<file path="config.mk">
export PLATFORM = sky130hd
export DESIGN_NAME = key_debounce
export DESIGN_NICKNAME = d
export VERILOG_FILES = /design/src/rtl/key_pkg.sv /design/src/rtl/sync_2ff.sv /design/src/rtl/key_debounce.sv
export SDC_FILE = /design/constraint.sdc
export NUM_CORES = 1
export LEC_CHECK = 0
export ABC_AREA = 1
export BUFFER_PORTS_ARGS = -buffer_cell sky130_fd_sc_hd__buf_2
export CAP_MARGIN = 25
export CORE_ASPECT_RATIO = 1.1
export CORE_MARGIN = 2
export CORE_UTILIZATION = 60
export CTS_CLUSTER_DIAMETER = 30
export DETAILED_ROUTE_END_ITERATION = 16
export PLACE_DENSITY = 0.75
export SYNTH_ARGS = -nofsm -noshare
export SYNTH_HDL_FRONTEND = slang
export SYNTH_HIERARCHICAL = 1
export SYNTH_SLANG_ARGS = --single-unit
</file>
<file path="constraint.sdc">
create_clock -name clk -period 1.9 [get_ports clk]
set_input_delay 0.19 -clock clk [delete_from_list [all_inputs] [get_ports clk]]
set_output_delay 0.19 -clock clk [all_outputs]
set_load 0.02 [all_outputs]
</file>
<file path="src/rtl/key_pkg.sv">
// Shared definitions for the push-button debounce path: FSM state encoding
// and the default debounce window.
package key_pkg;

   localparam int DEBOUNCE_CYC_DEFAULT = 500000;

   typedef enum logic [1:0] {
      ST_IDLE         = 2'd0,
      ST_PRESS_WAIT   = 2'd1,
      ST_PRESSED      = 2'd2,
      ST_RELEASE_WAIT = 2'd3
   } key_state_e;

endpackage

</file>
<file path="src/rtl/sync_2ff.sv">
// Two-flop synchronizer for a single asynchronous board input; the reset
// value lets each input start at its own inactive level.
module sync_2ff #(
   parameter logic RST_VAL = 1'b0
) (
   input  logic clk,
   input  logic rst_n,
   input  logic d,
   output logic q
);

   logic meta_r;
   logic sync_r;

   // Two-stage capture of the asynchronous input into the clk domain.
   always_ff @(posedge clk or negedge rst_n) begin
      if (!rst_n) begin
         meta_r <= RST_VAL;
         sync_r <= RST_VAL;
      end else begin
         meta_r <= d;
         sync_r <= meta_r;
      end
   end

   assign q = sync_r;

endmodule

</file>
<file path="src/rtl/key_debounce.sv">
// Push-button debouncer: polarity normalisation, synchronizer, four-state
// accept/bounce FSM and registered level plus press/release strobes.
module key_debounce
   import key_pkg::*;
#(
   parameter int DEBOUNCE_CYC   = DEBOUNCE_CYC_DEFAULT,
   parameter bit KEY_ACTIVE_LOW = 1'b1
) (
   input  logic clk,
   input  logic rst_n,
   input  logic key_in,
   output logic key_level,
   output logic key_press,
   output logic key_release
);

   localparam int              CNT_W    = $clog2(DEBOUNCE_CYC + 1);
   localparam logic [CNT_W-1:0] CNT_LAST = CNT_W'(DEBOUNCE_CYC - 1);
   localparam logic [CNT_W-1:0] CNT_ZERO = {CNT_W{1'b0}};
   localparam logic [CNT_W-1:0] CNT_ONE  = CNT_W'(1);

   logic             act_s;
   logic             smp_s;
   key_state_e       state_r;
   key_state_e       state_s;
   logic [CNT_W-1:0] cnt_r;
   logic [CNT_W-1:0] cnt_s;
   logic             level_s;
   logic             press_s;
   logic             release_s;
   logic             level_r;
   logic             press_r;
   logic             release_r;

   assign act_s = key_in ^ KEY_ACTIVE_LOW;

   sync_2ff #(
      .RST_VAL (1'b0)
   ) u_sync (
      .clk   (clk),
      .rst_n (rst_n),
      .d     (act_s),
      .q     (smp_s)
   );

   // Next-state, counter and output decode; a disagreeing sample in a wait
   // state falls back to the stable state so the window restarts from zero.
   always_comb begin
      state_s = state_r;
      cnt_s   = cnt_r;
      case (state_r)
         ST_IDLE: begin
            if (smp_s) begin
               state_s = ST_PRESS_WAIT;
               cnt_s   = CNT_ZERO;
            end else begin
               state_s = ST_IDLE;
               cnt_s   = cnt_r;
            end
         end
         ST_PRESS_WAIT: begin
            if (!smp_s) begin
               state_s = ST_IDLE;
               cnt_s   = CNT_ZERO;
            end else if (cnt_r == CNT_LAST) begin
               state_s = ST_PRESSED;
               cnt_s   = CNT_ZERO;
            end else begin
               state_s = ST_PRESS_WAIT;
               cnt_s   = cnt_r + CNT_ONE;
            end
         end
         ST_PRESSED: begin
            if (!smp_s) begin
               state_s = ST_RELEASE_WAIT;
               cnt_s   = CNT_ZERO;
            end else begin
               state_s = ST_PRESSED;
               cnt_s   = cnt_r;
            end
         end
         ST_RELEASE_WAIT: begin
            if (smp_s) begin
               state_s = ST_PRESSED;
               cnt_s   = CNT_ZERO;
            end else if (cnt_r == CNT_LAST) begin
               state_s = ST_IDLE;
               cnt_s   = CNT_ZERO;
            end else begin
               state_s = ST_RELEASE_WAIT;
               cnt_s   = cnt_r + CNT_ONE;
            end
         end
         default: begin
            state_s = ST_IDLE;
            cnt_s   = CNT_ZERO;
         end
      endcase

      level_s   = (state_s == ST_PRESSED) || (state_s == ST_RELEASE_WAIT);
      press_s   = (state_r == ST_PRESS_WAIT) && (state_s == ST_PRESSED);
      release_s = (state_r == ST_RELEASE_WAIT) && (state_s == ST_IDLE);
   end

   // State, counter and registered outputs.
   always_ff @(posedge clk or negedge rst_n) begin
      if (!rst_n) begin
         state_r   <= ST_IDLE;
         cnt_r     <= CNT_ZERO;
         level_r   <= 1'b0;
         press_r   <= 1'b0;
         release_r <= 1'b0;
      end else begin
         state_r   <= state_s;
         cnt_r     <= cnt_s;
         level_r   <= level_s;
         press_r   <= press_s;
         release_r <= release_s;
      end
   end

   assign key_level   = level_r;
   assign key_press   = press_r;
   assign key_release = release_r;

endmodule
</file>
Word-level counts from Yosys, hierarchy flattened
Cells that the tools add are included.
{"block": "word_totals", "ff_bits": 26, "input_bits": 3, "output_inout_bits": 3, "word_cells": 36}
{"block": "classes", "add_sub_neg": 1, "eq_ne": 8, "muxes": 13, "n_bitwise": 1, "reduce_logical": 6}
{"operator": "$mux W19", "count": 5}
{"operator": "$pmux W19 S4", "count": 1}
{"operator": "$add A19 B1 Y19 const B", "count": 1}
{"operator": "$eq A19 B19 Y1 const B", "count": 1}
{"operator": "$eq A2 B2 Y1 const B", "count": 4}
{"operator": "$mux W2", "count": 4}
{"operator": "$pmux W2 S4", "count": 1}
{"operator": "$logic_not A2 Y1", "count": 2}
{"operator": "$eq A2 B1 Y1 const B", "count": 1}
{"operator": "$logic_and A1 B1 Y1", "count": 2}
{"operator": "$mux W1", "count": 2}
{"operator": "$ne A2 B1 Y1 const B", "count": 1}
{"operator": "$ne A2 B2 Y1 const B", "count": 1}
{"operator": "$reduce_and A2 Y1", "count": 1}
{"operator": "$logic_or A1 B1 Y1", "count": 1}
{"operator": "$not A1 Y1", "count": 1}

Logic depth before layout (Yosys ltp)
{"block": "depth", "depth_word": 6, "depth_mapped": 9, "ltp_nobuf": 9}

By module
Netlist, hierarchy kept.
{"module": "key_debounce", "instances": 1, "cells_per_inst": 192, "area_each_um2": 1408.9, "seq_area_each_um2": 600.6}
{"module": "sync_2ff", "instances": 1, "cells_per_inst": 2, "area_each_um2": 50.0, "seq_area_each_um2": 50.0}

Worst setup path before layout
No wires, ideal clock.
{"block": "synth_path", "kind": "register to register", "start": "reg cnt_r[0]", "end": "reg cnt_r[5]", "setup_time_ns": 0.128, "arrival_ns": 1.277, "required_time_ns": 1.772, "path_slack_ns": 0.496, "stages_incl_launch_ff": 8, "n_path_buf": 1, "synth_period_minus_slack_ns": 1.404, "path_cell_list": "dfrtp_1 ha_1 nand2_1 nor2_1 nand3_2 o21bai_2 buf_4 o22ai_1"}
{"block": "synth_via", "elab_chain_cells": 4, "word_cells_on_any_way": 6, "cone_classes": "1 x add/sub; 1 x eq/ne; 4 x mux"}
{"element": "start, declared", "line": "key_debounce.sv:26", "text": "logic [CNT_W-1:0] cnt_r;"}
{"element": "start signal, assigned", "line": "key_debounce.sv:115", "text": "cnt_r <= cnt_s;"}
{"element": "$add A19 B1 Y19 / $eq A19 B19 Y1 (equally long branches)"}
{"element": "$mux W19 *", "line": "key_debounce.sv:65, key_debounce.sv:86"}
{"element": "$mux W19, on equally long branches", "line": "key_debounce.sv:83, key_debounce.sv:62"}
{"element": "$pmux W19 S4 *", "line": "key_debounce.sv:51", "text": "case (state_r)"}
Mark *: on every way between the ends. The rest lies on a longest branch, timed or not.
A chain may end at the register's enable or synchronous reset.

Final worst setup path
{"block": "layout_path", "start": "reg cnt_r[0]", "end": "reg cnt_r[18]"}
Same word-level chain as after synthesis.

==> qor.csv <==
stage,metric,value,unit
status,status,finished clean,
synth,post-synthesis async set-or-reset flop share,100,%
synth,Mapped Cells,194,
placement,Final Wtd Congestion,0.933,
finish,design area,1610,sq um
drt,number of remaining DRC errors,0,
critical_path,"Req. time, crit path",2.12,ns
synth,top post-synthesis cells by area,"dfrtp_1 45%, nand2_1 16%, inv_1 6.4%, nor2_1 5.4%, nand3_1 4.8%",
sta,final setup vio count,0,
synth,sequential share of the synthesized area,44.6,%
cts,TritonCTS Sinks,26,
power_and_ir_drop,Max VDD drop,0.516,mV
hold_path,HP Class,in2async,
sta,Highest Clock Rate,627,MHz
placement,Port Buffers,5,
power_and_ir_drop,Comb pwr share,5.1,%
floorplan,io pins,6,
drt,Avg WL per Cell,12.9,um
grt,Total Routing Usage GR,24.0,%
synth,"area leader, netlist",dfrtp_1,
grt,largest net degree at the start of global routing,27,
critical_path,crit-path max FO,7,
power_and_ir_drop,P_int,791,uW
finish,Final #Nets,212,
placement,Place WS,0.345,ns
floorplan,die span in x,51.0,um
floorplan,Die Area,2840,sq um
sta,Final Hold Viols,0,
grt,first-pass GRT wire length,5.31,mm
synth,"Distinct cells, synth",20,
drt,drt total wl,3.07,mm
grt,grt ovf,0,
drt,"antenna viol nets, final",0,
critical_path,Worst Path Arrival,1.82,ns
cts,clk slew on worst S/H paths,0.15,ns
power_and_ir_drop,Final Power,993,uW
power_and_ir_drop,sequential power share,57.2,%
synth,Syn Nets,198,
synth,synthesized cell area,1460,sq um
drt,DRT iter0 DRCs,43,
cts,clock tree buffer depth,2,
drt,via count,1289,
sta,Max Slew Vio Count,0,
power_and_ir_drop,static leakage,0.749,nW
job,Max-Cap Viols,0,
grt,GRT busiest layer,met2,
finish,share of post-route cells with drive strength above 1,12.1,%
grt,met3 usage,4.03,%
power_and_ir_drop,Sw Ratio,20.4,%
critical_path,Setup crit start,cnt_r[0]$_DFFE_PN0P_,
floorplan,Starting Density,64.1,%
sta,Setup WS post-layout,0.304,ns
finish,antenna cell count,0,
sta,worst slew pin tran,0.577,ns
synth,"count leader, synth",nand2_1,
sta,Tmin final,1.60,ns
grt,initial antenna violation count,0,
critical_path,R2R setup slack,0.30,ns
placement,placed wire-length estimate,2.39,mm
sta,final period utilization,84.0,%
synth,top cells by instance count after synthesis,"64 x nand2_1, 26 x dfrtp_1, 25 x inv_1, 21 x nor2_1, 14 x nand3_1",
cts,Post-CTS Setup Inserts,0,
synth,"Avg Cell Area, Syn",7.52,sq um
synth,Ys Warns,6,
synth,top cell type's share of synthesized area,44.6,%
cts,H-tree depth,1,
power_and_ir_drop,Clock power frac,37.7,%
critical_path,Critical R2R Launch,cnt_r[0]$_DFFE_PN0P_,
drt,Vias/cell,5.44,
cts,CTS tree,done,
sta,worst hold slack,0.373,ns
floorplan,die extent in y,55.7,um
critical_path,worst r2r dst,cnt_r[18]$_DFFE_PN0P_,
cts,Worst-Skew Late Latency,0.32,ns
sta,unrepaired setup endpoints after global routing,no,
placement,area post-placement,1540,sq um
grt,GR Util met2,42.9,%
synth,number of synthesized flops with an enable pin,0,
sta,clock skew,0.0143,ns
grt,GRT met1 Usage,27.8,%
grt,vias in the first global route,1280,
floorplan,core region area,2270,sq um
floorplan,FP Rows,18,
sta,relative max-transition margin,61.5,%
cts,TritonCTS Buffers,3,
sta,Fin Setup TNS,0,ns
power_and_ir_drop,NetSw,202,uW
critical_path,Critical Path Sink Type,register,
synth,ys flop type,dfrtp_1,
power_and_ir_drop,PwrDens,617,nW/um^2
finish,synthesis-to-finish area growth,10.3,%
drt,Pre-antenna DRT Iters,4,
synth,#FFs+latches synth,26,
finish,fillers,204,
critical_path,worst r2r path cells,8,
cts,Root Buffer,clkbuf_4,
critical_path,CP Class,reg2reg,
critical_path,Startpoint Class,register,
==> state kept, by name, indices dropped and copies added (netlist names) <==
signal and flops:
cnt_r 19, state_r 2, key_level 1, key_press 1
key_release 1, u_sync/meta_r 1, u_sync/q 1
==> power groups by stage <==
stage	clock [mW]	sequential, mW	combinational (mW)
after global routing	0.398	0.569	0.0580
final	0.374	0.568	0.0510
after CTS	0.383	0.567	0.0520
after global placement	0	0.577	0.0461
after detailed placement	0	0.578	0.0486
after floorplan	0	0.576	0.0240
==> timing repair <==
| item | in CTS | in global routing |
|---|---|---|
| hold endpoints to repair | 27 | 0 |
| gates resized for setup | 0 | 0 |
| hold buffers | 2 | 0 |
==> worst max-delay path, cell delays in order, from the launching register on <==
cell     delay, ns
dfrtp_1       0.48
ha_1          0.26
nand3_2       0.16
nor2_4        0.16
nand2_2       0.09
nor2_2        0.14
nand3_1       0.08
nand3_1       0.08
nand2_1       0.05
==> worst max path at each step <==
stage | slack [ns] | to | cells after the start
floorplan | 0.50 | cnt_r[5]$_DFFE_PN0P_ | 7
global placement | 0.41 | cnt_r[8]$_DFFE_PN0P_ | 7
detailed placement | 0.34 | cnt_r[18]$_DFFE_PN0P_ | 8
CTS | 0.32 | cnt_r[18]$_DFFE_PN0P_ | 8
global route | 0.17 | cnt_r[6]$_DFFE_PN0P_ | 6
finish | 0.30 | cnt_r[18]$_DFFE_PN0P_ | 8
==> cell type report <==
type / count / area (sq um) / area share, %
sequential: 26 / 651 / 40.4
clock inverter: 1 / 30.0 / 1.87
inverter: 25 / 93.8 / 5.83
multi-input combinational: 141 / 699 / 43.5
clock buffer: 3 / 22.5 / 1.40
timing repair buffer: 11 / 75.1 / 4.67
tap: 30 / 37.5 / 2.33
==> per-layer routing <==
layer / share of wire [%] / wire length [um] / vias up
met5: 0 / 0 / -
met4: 1.8 / 54 / 0
met3: 4.1 / 125 / 6
met2: 52 / 1590 / 35
met1: 42 / 1290 / 612
li1: - / - / 636
==> layout by cell type (no fill, tap or decap) <==
cell type	synthesis	final
nand2_1	64	64
xor2_1	7	7
bufinv_16	0	1
nor3_2	1	1
o21ai_1	5	5
dlygate4sd3_1	0	2
xnor2_1	2	2
inv_1	25	25
ha_1	1	1
dfrtp_1	26	26
nand3_1	14	14
nand2_2	2	2
nand4_1	5	5
nand3_2	2	2
clkbuf_4	0	3
nor2_2	4	4
nor2_4	2	2
buf_4	2	4
o22ai_1	5	5
o21bai_1	2	2
o21bai_2	1	1
o21ai_0	3	3
buf_2	0	5
nor2_1	21	21
==> through the flow <==
step,instances,utilization [%]
after global routing,237,70.7
after detailed placement,231,67.5
after floorplan,194,-
after CTS,237,70.7
after global placement,231,67.5
final,237,70.7
==> cells by family after synthesis <==
family	count (synthesis)	share of synthesized area, %
buf+inv	27	7.46
flops	26	44.6
fa+ha+maj	1	0.857
compound gates	16	6.69
xor+xnor	9	5.40
simple gates	115	35.0
No activity file was read; power rests on OpenSTA's default activity.
